===== src/rtl/detector_pulsacion.sv =====
// detector_pulsacion: press/release/long-press/auto-repeat event generator for a debounced button
module detector_pulsacion #(
  parameter int CNT_W    = 25,
  parameter int LONG_CYC = 25000000,
  parameter int REP_CYC  = 5000000
) (
  input  logic clk,
  input  logic rst,
  input  logic in,
  output logic press,
  output logic released,
  output logic long,
  output logic rep,
  output logic held
);
  typedef enum logic [1:0] {IDLE, PRESS, LONG} state_t;
  localparam logic [CNT_W-1:0] LONG_END = CNT_W'(LONG_CYC - 1);
  localparam logic [CNT_W-1:0] REP_END  = CNT_W'(REP_CYC - 1);
  state_t state;
  logic [CNT_W-1:0] cnt;
  // release on the terminal-count edge wins, so long/rep only fire while in stays high
  always_ff @(posedge clk) begin
    if (rst) begin
      state    <= IDLE;
      cnt      <= '0;
      press    <= 1'b0;
      released <= 1'b0;
      long     <= 1'b0;
      rep      <= 1'b0;
      held     <= 1'b0;
    end else begin
      press    <= 1'b0;
      released <= 1'b0;
      long     <= 1'b0;
      rep      <= 1'b0;
      case (state)
        IDLE: begin
          cnt <= '0;
          if (in) begin
            state <= PRESS;
            press <= 1'b1;
            held  <= 1'b1;
          end
        end
        PRESS: begin
          if (!in) begin
            state    <= IDLE;
            cnt      <= '0;
            released <= 1'b1;
            held     <= 1'b0;
          end else if (cnt == LONG_END) begin
            state <= LONG;
            cnt   <= '0;
            long  <= 1'b1;
          end else begin
            cnt <= cnt + 1'b1;
          end
        end
        LONG: begin
          if (!in) begin
            state    <= IDLE;
            cnt      <= '0;
            released <= 1'b1;
            held     <= 1'b0;
          end else if (cnt == REP_END) begin
            cnt <= '0;
            rep <= 1'b1;
          end else begin
            cnt <= cnt + 1'b1;
          end
        end
        default: begin
          state <= IDLE;
          cnt   <= '0;
          held  <= 1'b0;
        end
      endcase
    end
  end
endmodule

===== config.mk =====
export PLATFORM = sky130hd
export DESIGN_NAME = detector_pulsacion
export DESIGN_NICKNAME = d
export VERILOG_FILES = /design/src/rtl/detector_pulsacion.sv
export SDC_FILE = /design/constraint.sdc
export NUM_CORES = 1
export LEC_CHECK = 0
export BUFFER_PORTS_ARGS = -buffer_cell sky130_fd_sc_hd__buf_2
export CAP_MARGIN = 25
export CORE_ASPECT_RATIO = 1.75
export CORE_MARGIN = 4
export CORE_UTILIZATION = 30
export CTS_CLUSTER_SIZE = 14
export DETAILED_ROUTE_END_ITERATION = 16
export PLACE_DENSITY = 0.56
export SLEW_MARGIN = 20
export SYNTH_ARGS = -nofsm -noshare
export SYNTH_HDL_FRONTEND = slang
export SYNTH_SLANG_ARGS = --single-unit

===== constraint.sdc =====
create_clock -name clk -period 3 [get_ports clk]
set_clock_uncertainty 0.2 [all_clocks]
set_input_delay 0.45 -clock clk [delete_from_list [all_inputs] [get_ports clk]]
set_output_delay 0.45 -clock clk [all_outputs]
set_load 0.01 [all_outputs]

* Word-level counts from Yosys, hierarchy flattened
Index checks and enable logic that the tools add are counted.
** Word-level totals
- Bits in registers :: 32
- Input port bits :: 3
- Output and inout bits :: 5
- Logic and storage cells :: 46
** Cells by class
- $add $sub $neg :: 1
- Eq/ne operators :: 8
- Mux-type cells :: 17
- Bitwise operators :: 5
- Reductions and logical operators :: 8
** Operators with widths (count)
- 25-bit 2-to-1 mux :: 4
- 25-bit case mux with 2 select lines :: 1
- 25-bit by 1-bit adder with 25-bit output, second input constant :: 1
- 25-bit by 23-bit equality test with 1-bit output, second input constant :: 1
- 25-bit equality test, second input constant :: 1
- 2-bit 2-to-1 mux :: 4
- 1-bit 2-to-1 mux :: 6
- 2-bit inequality test, second input constant :: 3
- 2-bit case mux with 3 select lines :: 1
- 2-bit OR reduction :: 3
- 3-bit OR reduction :: 2
- 1-bit inverter :: 5
- 3-bit inequality test, second input constant :: 1
- 3-bit AND reduction :: 1
- 2-bit by 1-bit equality test with 1-bit output, second input constant :: 1
- 2-bit equality test, second input constant :: 1
- 2-bit logical NOT :: 1
- 1-bit case mux with 2 select lines :: 1
- 2-bit AND reduction :: 1

* Longest topological paths before layout
Gate-level depths: netlist (run 1).
- Depth after elaboration :: 4
- Gate-level depth with buffers :: 7
- Depth with buffers taken out :: 6

* Worst setup path before layout (run 1)
Ideal clock, no wire load.
- Kind :: register to register
- From :: reg cnt[0]
- To :: reg cnt[24]
- Setup time :: 0.075 ns
- Data arrival time :: 1.917 ns
- Required time :: 2.725 ns
- Path slack :: 0.808 ns
- Cell stages (with the launch flop) :: 7
- Buffers on the path :: 1
- Clock period less this slack :: 2.192 ns
- Cell sequence :: dfxtp_1 -> ha_1 -> nand3_2 -> or4_1 -> buf_2 -> or4_4 -> a22oi_2
** On the way
- Word-level cells in the longest chain between the ends :: 4
- Elaborated cells on any way between the ends :: 8
- Those cells by class :: add/sub (1); eq/ne (2); mux (5)
** Ends and longest elaborated chain
- start, declared :: line 20 : logic [CNT_W-1:0] cnt;
- start signal, assigned :: line 56 : cnt <= cnt + 1'b1;
- start signal, assigned :: line 69 : cnt <= cnt + 1'b1;
- 25-bit by 1-bit adder with 25-bit output (tied with other cells) :: line 56, 69
- 25-bit 2-to-1 mux (on tied branches) :: line 65, 51
- 25-bit 2-to-1 mux (on tied branches) :: line 60, 46
- 25-bit case mux with 2 select lines (*) :: line 36 : case (state)
Mark *: on every way between the ends. The rest lies on a longest branch, timed or not.
A chain may end at the register's enable or synchronous reset.

* Worst setup path after layout (run 1)
- From :: reg cnt[0]
- To :: reg cnt[23]
The elaborated chain is that of the path after synthesis.

==> impl_table.tex, run 1 <==
\begin{tabular}{lr}
\hline
Metric & Value \\
\hline
\multicolumn{2}{l}{\textbf{Layout}} \\
Post-synthesis to final-layout area growth & 9.58\% \\
Share of final-layout standard cells stronger than drive strength 1 & 12.5\% \\
Area of the multi-input gates & between 900 and 1000 um2 \\
Register cell area after layout & 641 um2 \\
Total number of nets in the final design & a little over 200 \\
Antenna diodes & 0 \\
Fill cell count & between 600 and 700 \\
\multicolumn{2}{l}{\textbf{STA}} \\
Hold Violations, Final & 0 \\
Minimum period implied by the final worst setup slack & approximately 2.4 ns \\
Final TNS setup & 0 ns \\
Worst-Margin Slew & $\sim$0.63 ns \\
Fin crit share & 80.1\% \\
Final setup vio count & 0 \\
Final number of max-transition violations & 0 \\
Final WS setup & 0.598 ns \\
Fmax & 0.416 GHz \\
Slew HR & between 50\% and 60\% \\
Setup repair after global routing missed its margin & no \\
Worst Hold Margin & approximately 0.21 ns \\
\multicolumn{2}{l}{\textbf{Critical path}} \\
Critical path peak fanout & 15 \\
Critical setup path kind & reg2reg \\
Startpoint type of the worst setup path & flip-flop \\
Arrival @ worst endpoint & between 2 and 2.5 ns \\
Critical path endpoint category & flip-flop \\
WP data required & roughly 3 ns \\
\multicolumn{2}{l}{\textbf{Clock tree}} \\
Post-CTS repair timing setup buffer count & 0 \\
Number of CTS-inserted buffers & 5 \\
Number of cells upsized or downsized after cts & 0 \\
Buffer levels on the longest clock path & 2 \\
CTS tree & built \\
Sink Count & 32 \\
Hold buffers post-CTS & 0 \\
Reg clk slew, reported paths & 0.07 ns \\
Number of H-tree levels & 2 \\
Root buffer selected by CTS & clkbuf\_8 \\
Clock insertion delay at the later pin of the skew report & roughly 0.28 ns \\
\multicolumn{2}{l}{\textbf{Die}} \\
Die Span X & around 66 um \\
Core region area & about 5600 um2 \\
Initial Utilization & a little under a third \\
Num rows & 36 \\
Floorplan die height & 109 um \\
Number of top-level design ports & 8 \\
Die area & just over 7000 um2 \\
\multicolumn{2}{l}{\textbf{Logic synthesis}} \\
Unique masters post-synth & 42 \\
Post-synth design cell area & about 1700 um2 \\
Post-synth net total & 202 \\
Share of the yosys chip area belonging to registers & between 30\% and 40\% \\
Post-synthesis cell count & 195 \\
FF+latch count, synth & 32 \\
Library cell occupying the most area in the post-synthesis netlist & dfxtp\_1 \\
Average cell area after synthesis & a little under 9 um2 \\
Portion of synthesized cell area occupied by the leading cell type & between 30 and 40\% \\
Top cells by area, synth & dfxtp\_1 37\%, a21oi\_1 4.3\%, nand4\_1 4.3\%, a22oi\_1 3.9\%, xnor2\_1 3.5\% \\
Synth warnings & 0 \\
\multicolumn{2}{l}{\textbf{Pwr}} \\
Sum of internal, switching and leakage power & around 0.83 mW \\
Peak supply drop & 0.000128 V \\
LEAKAGE & about 0.57 nW \\
Power per Cell Area & around 430 nW/um2 \\
\multicolumn{2}{l}{\textbf{Routing}} \\
Post-DR vias/cell & 5.32 \\
Starting DRC count in detailed routing & 75 \\
DRT Pass-1 Iters & 4 \\
Count of unresolved DRC violations after routing & 0 \\
Antenna Nets Post-Route & 0 \\
Avg WL per Cell & 14.3 um \\
DR vias & 1468 \\
Detailed Route WL & 3.96 mm \\
\multicolumn{2}{l}{\textbf{GRT}} \\
Vias in the first global route & 1515 \\
Largest net degree at the start of global routing & 26 \\
GR Overflow Total & 0 \\
Global routing met3 resource utilization & 1.86\% \\
Met2 Usage GRT & about a quarter \\
Antenna violations before repair & 0 \\
Met1 Use GR & about an eighth \\
First-pass GRT wire length & 7.03 mm \\
GRT Util Overall & about an eighth \\
Highest-utilization routing layer at the global route stage & met2 \\
\multicolumn{2}{l}{\textbf{Placement}} \\
Weighted congestion at the end of routability-driven global placement & around 0.89 \\
Detailed placement HPWL & 3.00 mm \\
Worst slack at placement & 0.615 ns \\
\# port buffers & 7 \\
\multicolumn{2}{l}{\textbf{Worst hold path}} \\
Worst hold path type & in2reg \\
\multicolumn{2}{l}{\textbf{Run status}} \\
Result of the run & completed \\
\multicolumn{2}{l}{\textbf{Run}} \\
Maximum Capacitance Violations & 0 \\
\hline
\end{tabular}
## synth_stat cells (all sizes together)
| master | number |
|---|---|
| o21a | 1 |
| a22oi | 10 |
| xnor2 | 7 |
| mux2i | 2 |
| or3 | 4 |
| a21boi | 1 |
| a21o | 1 |
| and4b | 2 |
| and4bb | 1 |
| o31ai | 8 |
| nand2 | 15 |
| a21oi | 15 |
| or4 | 9 |
| dfxtp | 32 |
| xor2 | 5 |
| nand3 | 8 |
| nor2 | 10 |
| o21ai | 5 |
| o2bb2a | 1 |
| inv | 4 |
| ha | 4 |
| buf | 7 |
| and3 | 4 |
| nand2b | 3 |
| nor4 | 8 |
| clkbuf | 5 |
| and2 | 2 |
| and4 | 3 |
| nor3b | 1 |
| nor4bb | 3 |
| o31a | 1 |
| nand4 | 13 |
## per-layer routing
| metal | up-vias | part of all wire [%] | wire length, um |
|---|---|---|---|
| met3 | 9 | 1.5 | 61 |
| met5 | - | 0 | 0 |
| met1 | 696 | 37 | 1460 |
| li1 | 745 | - | - |
| met2 | 18 | 58 | 2310 |
| met4 | 0 | 3.3 | 132 |
## logic make-up after synthesis
| logic type | count (synthesis) | share of synthesized area, % |
|---|---|---|
| simple gates | 86 | 30.3 |
| compound gates | 43 | 17.1 |
| flops | 32 | 36.9 |
| buf+inv | 16 | 5.69 |
| xor+xnor | 12 | 6.05 |
| fa+ha+maj | 4 | 2.88 |
| mux | 2 | 1.15 |
## per-stage QoR
step,std cells,util (%),area (um2)
6_report,276,34.1,1900
3_3_place_gp,268,32.4,1810
4_1_cts,276,34.1,1900
2_1_floorplan,195,-,1740
5_1_grt,276,34.1,1900
3_5_place_dp,268,32.4,1810
## sequential cells by signal, summed over array words and instances (netlist names)
signal	cells
held	1
rep	1
press	1
state	2
cnt	25
released	1
long	1
## cells in the final DEF (no fill, tap or decap), types with 3 or more instances in the layout
cell and n:
and3_1 4, dfxtp_1 32, nand2b_1 3, clkbuf_8 6
xnor2_1 7, a22oi_1 9, nor2_1 10, ha_1 4
inv_1 4, or3_1 4, nor4_1 8, o21ai_0 3
nand3_1 7, buf_2 7, a21oi_1 15, nand2_1 15
or4_1 8, nand4_1 12, nor4bb_1 3, xor2_1 5
o31ai_1 8
## path summary, 6_finish.rpt
check,from,to,slack [ns],depth (start not counted)
setup reg to reg,cnt[0],cnt[23],0.60,6
hold / removal,in,released,0.21,2
hold reg to reg,cnt[0],cnt[0],0.27,1
setup / recovery,cnt[0],cnt[23],0.60,6
## layout make-up
| type | count | share of cell area (%) |
|---|---|---|
| Multi-Input combinational cell | 147 | 52.4 |
| Sequential cell | 32 | 33.6 |
| Tap cell | 76 | 4.99 |
| Clock buffer | 6 | 4.34 |
| Timing Repair Buffer | 9 | 3.29 |
| Inverter | 4 | 0.788 |
| Clock inverter | 2 | 0.526 |
## where the power goes
group	internal [mW]	switching [mW]	total [mW]
clock network	0.183	0.156	0.339
logic	0.0215	0.0301	0.0516
registers	0.433	0.00415	0.437
total	0.637	0.191	0.827
## critical path: stages, from the launching register on
cell	delay [ns]
dfxtp_1	0.37
ha_1	0.24
and3_1	0.30
nand4_1	0.23
o21ai_2	0.53
buf_12	0.21
o2bb2a_1	0.21
(Power assumes the default switching activity.)
==> inputs of run 2 (changes only) <==
- PLACE_DENSITY: 0.56 -> 0.57
- clock period: 3 -> 1.9 ns (I/O delays scaled with it)
==> run 2 against run 1 <==
The flow now finishes with violations (setup timing). Global-route usage is 1.5 points higher. Sequential share of layout area is 5.5 points lower. Clock power is 94% higher. Critical endpoint is now cnt[24]. Largest cell class unchanged.
==> impl_table.tex, run 2 (synthesized netlist as in run 1, its figures left out) <==
\begin{tabular}{lr}
\hline
Metric & Value \\
\hline
\multicolumn{2}{l}{\textbf{Run status}} \\
Result of the run & finished with violations \\
Failing checks & setup timing \\
\multicolumn{2}{l}{\textbf{STA}} \\
Worst-Margin Slew & about 0.42 ns \\
Hold Violations, Final & 0 \\
Final setup vio count & 7 \\
Fin crit share & 105\% \\
Minimum period implied by the final worst setup slack & 1.99 ns \\
Fmax & 0.502 GHz \\
Setup repair after global routing missed its margin & yes \\
Worst Hold Margin & about 0.038 ns \\
Final WS setup & -0.0930 ns \\
Slew HR & a little under three quarters \\
Final number of max-transition violations & 0 \\
\multicolumn{2}{l}{\textbf{Worst hold path}} \\
Worst hold path type & in2reg \\
Hold Path Cell Cnt & 2 \\
Worst Hold Endpoint & released \\
Worst hold path startpoint & in \\
\multicolumn{2}{l}{\textbf{Layout}} \\
Leading cell types in the layout, fill and taps excluded & 39 x buf\_4, 15 x nand2\_1, 15 x a21oi\_1, 15 x dfxtp\_2, 13 x dfxtp\_1 \\
Fill cell count & 591 \\
Register cell area after layout & between 600 and 700 um2 \\
Top flop regs & cnt (25), state (2) \\
Area of the multi-input gates & 1070 um2 \\
Fin util & 42.9\% \\
Antenna diodes & 0 \\
Flip-flop count of the largest register after layout & 25 \\
Post-synthesis to final-layout area growth & 37.9\% \\
Share of final-layout standard cells stronger than drive strength 1 & about 40\% \\
Leading cell type in the layout, fill and taps excluded & buf\_4 \\
Total number of nets in the final design & between 200 and 300 \\
Top register by number of flip-flops & cnt \\
\multicolumn{2}{l}{\textbf{Critical path}} \\
Worst R2R Start & cnt[1] \\
CP Cell Sequence & ha\_4 -> nand3\_2 -> or4\_4 -> or4\_4 -> a22oi\_2 \\
Startpoint type of the worst setup path & flip-flop \\
Critical path peak fanout & 8 \\
WP data required & $\sim$1.9 ns \\
Critical setup path kind & reg2reg \\
Cell count of the worst reg-to-reg path & 5 \\
Arrival @ worst endpoint & slightly above 2 ns \\
Most used cell along the critical path & or4\_4 \\
R2R setup slack & -0.09 ns \\
Endpoint of the worst-slack reg-to-reg timing path & cnt[24] \\
Critical path endpoint category & flip-flop \\
Delay of the slowest cell on the worst path & 0.50 ns \\
Slowest-stage cell, CP & or4\_4 \\
\multicolumn{2}{l}{\textbf{Routing}} \\
Detailed Route WL & 4.84 mm \\
Avg WL per Cell & between 15 and 20 um \\
Starting DRC count in detailed routing & roughly 120 \\
DRT Pass-1 Iters & 4 \\
Post-DR vias/cell & 5.35 \\
Antenna Nets Post-Route & 0 \\
DR vias & between 1.5k and 2k \\
Count of unresolved DRC violations after routing & 0 \\
\multicolumn{2}{l}{\textbf{Pwr}} \\
Power per Cell Area & 596 nW/um2 \\
Part of the total power dissipated in combinational logic & under 10\% \\
Peak supply drop & 0.000247 V \\
Design internal power & about 1.1 mW \\
Portion of total power attributed to sequential cells & a little under half \\
Switching Share & 22.7\% \\
Total net switching power & approximately 0.33 mW \\
Share of power burned in the clock network & roughly 46\% \\
Sum of internal, switching and leakage power & 1.43 mW \\
LEAKAGE & approximately 0.84 nW \\
\multicolumn{2}{l}{\textbf{Clock tree}} \\
Buffer levels on the longest clock path & 2 \\
Number of H-tree levels & 2 \\
Root buffer selected by CTS & clkbuf\_8 \\
CTS tree & built \\
Number of CTS-inserted buffers & 5 \\
Clock insertion delay at the later pin of the skew report & about 0.3 ns \\
Reg clk slew, reported paths & $\sim$0.07 ns \\
Sink Count & 32 \\
\multicolumn{2}{l}{\textbf{Placement}} \\
Weighted congestion at the end of routability-driven global placement & 0.852 \\
\# port buffers & 7 \\
Detailed placement HPWL & between 3 and 4 mm \\
\multicolumn{2}{l}{\textbf{Die}} \\
Die Span X & 65.5 um \\
Initial Utilization & a little under a third \\
Number of top-level design ports & 8 \\
Num rows & 36 \\
Die area & 7120 um2 \\
Floorplan die height & around 110 um \\
Core region area & between 5000 and 6000 um2 \\
\multicolumn{2}{l}{\textbf{GRT}} \\
Largest net degree at the start of global routing & 15 \\
First-pass GRT wire length & roughly 7.6 mm \\
GRT Util Overall & between 10 and 15\% \\
Vias in the first global route & between 1.5k and 2k \\
GR Overflow Total & 0 \\
Antenna violations before repair & 0 \\
\multicolumn{2}{l}{\textbf{Run}} \\
Maximum Capacitance Violations & 0 \\
\hline
\end{tabular}
## run 2: cell count changes in the layout (fill, tap and decap cells not counted), moves of 2 or more
cell,before,now
dfxtp_2,0,15
or4_1,8,6
nor2_2,0,2
nor2_1,10,8
dfxtp_1,32,13
or4_4,1,3
dfxtp_4,0,4
or3_4,0,2
buf_4,1,39
buf_6,0,5
## run 2: worst max path at each step
stage,start,to
finish,cnt[1],cnt[24]
global placement,cnt[15],cnt[24]
global route,cnt[0],cnt[24]
floorplan,cnt[7],cnt[24]
detailed placement,cnt[15],cnt[24]
CTS,cnt[0],cnt[24]
## run 2: timing repair
| action | in CTS | in global routing |
|---|---|---|
| gates resized for setup | 7 | 25 |
| pin swaps | 0 | 9 |
| hold buffers | 0 | 0 |
| gates cloned | 0 | 2 |
| setup buffers | 1 | 2 |
| setup endpoints to repair | 23 | 25 |
## run 2: metrics by stage
step / instances / instance area [um2] / setup slack [ns] / setup TNS, ns
finish: 322 / 2400 / -0.0930 / -0.230
global route: 322 / 2400 / -0.157 / -0.731
CTS: 318 / 2300 / -0.0701 / -0.0763
detailed placement: 309 / 2160 / -0.108 / -0.670
global placement: 309 / 2160 / -0.0883 / -0.157
floorplan: 195 / 1780 / -0.116 / -0.219
## run 2: critical path: cells and delay by family, from the launching register on
family | cells | cell delay (ns)
adders and majority gates | 1 | 0.16
and+or+nand+nor | 3 | 1.07
AOI/OAI and AO/OA | 1 | 0.13
DFF | 1 | 0.36
## run 2: area by class of cell
cell class / count / share of cell area, %
clock inverters: 2 / 1.46
multi-input cells: 148 / 44.8
inverters: 4 / 0.627
flip-flops and latches: 32 / 28.1
repair buffers: 54 / 18.0
well taps: 76 / 3.97
clock buffers: 6 / 3.03
## run 2: routing by layer
metal | vias to the layer above | track usage [%] | share of wire (%)
met5 | - | 0 | 0
li1 | 843 | - | -
met1 | 823 | 13.2 | 37
met3 | 21 | 3.09 | 3.1
met4 | 0 | 10.4 | 5.4
met2 | 37 | 26.8 | 54
## run 2: power by group through the flow
stage | clock network (mW) | registers [mW] | logic [mW]
2_1_floorplan | 0 | 0.707 | 0.0532
3_3_place_gp | 0 | 0.704 | 0.0821
3_5_place_dp | 0 | 0.704 | 0.0841
4_1_cts | 0.681 | 0.686 | 0.0848
5_1_grt | 0.706 | 0.685 | 0.102
6_report | 0.657 | 0.684 | 0.0879
==> inputs of run 3 (changes only) <==
- CORE_UTILIZATION: 30 -> 60
- PLACE_DENSITY: 0.57 -> 0.89
- clock period: 1.9 -> 2.5 ns (I/O delays scaled with it)
==> run 3 against run 2 <==
Flip-flop and latch count unchanged. Largest power group is now the clock network. Worst hold slack improved by 0.10 ns. Cell count decreased by 28%. Sequential share of layout area up 5.7 points. The run now ends clean. Cell area down 21%. Global-route usage up 7.4 points. Count of clock-buffer cells in the layout up 1. Highest routed layer unchanged. Register-to-register slack improved by 0.26 ns. Routed wire length down 20%. First-iteration DRC count down 34%. Worst setup slack improved by 0.26 ns. Core utilization is 26 points higher.
==> impl_table.tex, run 3 (synthesized netlist as in run 1, its figures left out) <==
\begin{tabular}{lr}
\hline
Metric & Value \\
\hline
\multicolumn{2}{l}{\textbf{Pwr}} \\
Sum of internal, switching and leakage power & 1.11 mW \\
Power per Cell Area & 588 nW/um2 \\
Peak supply drop & between 0.0005 and 0.0006 V \\
LEAKAGE & about 0.6 nW \\
\multicolumn{2}{l}{\textbf{Critical path}} \\
WP data required & 2.51 ns \\
Arrival @ worst endpoint & 2.34 ns \\
Most used cell along the critical path & or4\_1 \\
Startpoint type of the worst setup path & flip-flop \\
Critical path peak fanout & 9 \\
Delay of the slowest cell on the worst path & 0.69 ns \\
Slowest-stage cell, CP & or4\_1 \\
Crit path max-delay family & simple AND/OR/NAND/NOR gates \\
Buffers plus inverters on the worst setup path & 0 \\
CP Cell Sequence & ha\_1 -> nand3\_2 -> or4\_1 -> or4\_1 -> a22oi\_1 \\
Critical setup path kind & reg2reg \\
Critical path endpoint category & flip-flop \\
\multicolumn{2}{l}{\textbf{Layout}} \\
Register cell area after layout & approximately 640 um2 \\
Flip-flop count of the largest register after layout & 25 \\
Total number of nets in the final design & 210 \\
Top flop regs & cnt (25), state (2) \\
Fill cell count & 231 \\
Antenna diodes & 0 \\
Share of final-layout standard cells stronger than drive strength 1 & approximately 14\% \\
Post-synthesis to final-layout area growth & 9.00\% \\
Leading cell type in the layout, fill and taps excluded & dfxtp\_1 \\
Area of the multi-input gates & 998 um2 \\
Top register by number of flip-flops & cnt \\
Fin util & between 60\% and 70\% \\
Leading cell types in the layout, fill and taps excluded & 32 x dfxtp\_1, 15 x nand2\_1, 15 x a21oi\_1, 12 x nand4\_1, 10 x nor2\_1 \\
\multicolumn{2}{l}{\textbf{Routing}} \\
Post-DR vias/cell & about 6.7 \\
Count of unresolved DRC violations after routing & 0 \\
DRT Pass-1 Iters & 4 \\
DR vias & approximately 1.6k \\
Antenna Nets Post-Route & 0 \\
Detailed Route WL & approximately 3.9 mm \\
Starting DRC count in detailed routing & just over 80 \\
Avg WL per Cell & roughly 17 um \\
\multicolumn{2}{l}{\textbf{Clock tree}} \\
Post-CTS repair timing setup buffer count & 0 \\
Root buffer selected by CTS & clkbuf\_8 \\
Number of CTS-inserted buffers & 5 \\
Sink Count & 32 \\
Clock insertion delay at the later pin of the skew report & 0.28 ns \\
Reg clk slew, reported paths & roughly 0.060 ns \\
Number of H-tree levels & 2 \\
Number of cells upsized or downsized after cts & 0 \\
CTS tree & built \\
Hold buffers post-CTS & 0 \\
Buffer levels on the longest clock path & 2 \\
\multicolumn{2}{l}{\textbf{STA}} \\
Minimum period implied by the final worst setup slack & roughly 2.3 ns \\
Setup repair after global routing missed its margin & no \\
Hold Violations, Final & 0 \\
Fmax & 0.428 GHz \\
Fin crit share & $\sim$93\% \\
Final number of max-transition violations & 0 \\
Slew HR & between 60\% and 70\% \\
Final setup vio count & 0 \\
Final TNS setup & 0 ns \\
Worst-Margin Slew & around 0.46 ns \\
\multicolumn{2}{l}{\textbf{Die}} \\
Floorplan die height & approximately 80 um \\
Die area & 3860 um2 \\
Number of top-level design ports & 8 \\
Initial Utilization & a little over three fifths \\
Die Span X & around 50 um \\
Core region area & about 2800 um2 \\
Num rows & 25 \\
\multicolumn{2}{l}{\textbf{Placement}} \\
Detailed placement HPWL & 2.91 mm \\
\# port buffers & 7 \\
Weighted congestion at the end of routability-driven global placement & about 0.9 \\
\multicolumn{2}{l}{\textbf{GRT}} \\
Vias in the first global route & 1525 \\
GR Overflow Total & 0 \\
Antenna violations before repair & 0 \\
GRT Util Overall & 21.8\% \\
Largest net degree at the start of global routing & 16 \\
First-pass GRT wire length & 6.75 mm \\
\multicolumn{2}{l}{\textbf{Worst hold path}} \\
Worst hold path type & in2reg \\
\multicolumn{2}{l}{\textbf{Run}} \\
Maximum Capacitance Violations & 0 \\
\multicolumn{2}{l}{\textbf{Run status}} \\
Result of the run & completed \\
\hline
\end{tabular}
## run 3: final cells by class
cell class                 count  share of cell area [%]
sequential                    32                    33.8
timing repair buffer          13                    4.23
tap                           27                    1.78
inverter                       4                   0.793
clock buffer                   7                    5.09
multi-input combinational    147                    52.7
clock inverter                 1                    1.59
## run 3: power breakdown
part / internal [mW] / switching [mW]
registers: 0.519 / 0.00468
logic: 0.0251 / 0.0352
clock network: 0.351 / 0.179
## run 3: per-stage QoR
stage | hold WS (ns) | worst slack (ns) | instances | cell area (um2)
global placement | 0.250 | 0.221 | 223 | 1770
finish | 0.142 | 0.166 | 231 | 1890
floorplan | 0.237 | 0.308 | 195 | 1740
CTS | 0.141 | 0.162 | 231 | 1890
detailed placement | 0.274 | 0.173 | 223 | 1770
global route | 0.157 | 0.0422 | 231 | 1890
## run 3: routing by layer
layer / wire length (um) / track usage, %
met5: 0 / 0
met4: 178 / 14.0
met3: 122 / 4.32
met2: 2120 / 40.2
met1: 1440 / 21.3
## run 3: path summary, 6_finish.rpt
path                            startpoint        to  cells past startpoint  slack, ns
worst min-delay path                    in  released                      2       0.14
worst max-delay path                cnt[0]   cnt[22]                      5       0.17
worst min register to register      cnt[0]    cnt[0]                      1       0.27
worst max register to register      cnt[0]   cnt[22]                      5       0.17
## run 3: worst reg2reg max path, stage by stage (launching register included)
cell and delay [ns]:
dfxtp_1 0.37, ha_1 0.23, nand3_2 0.11, or4_1 0.69
or4_1 0.50, a22oi_1 0.17
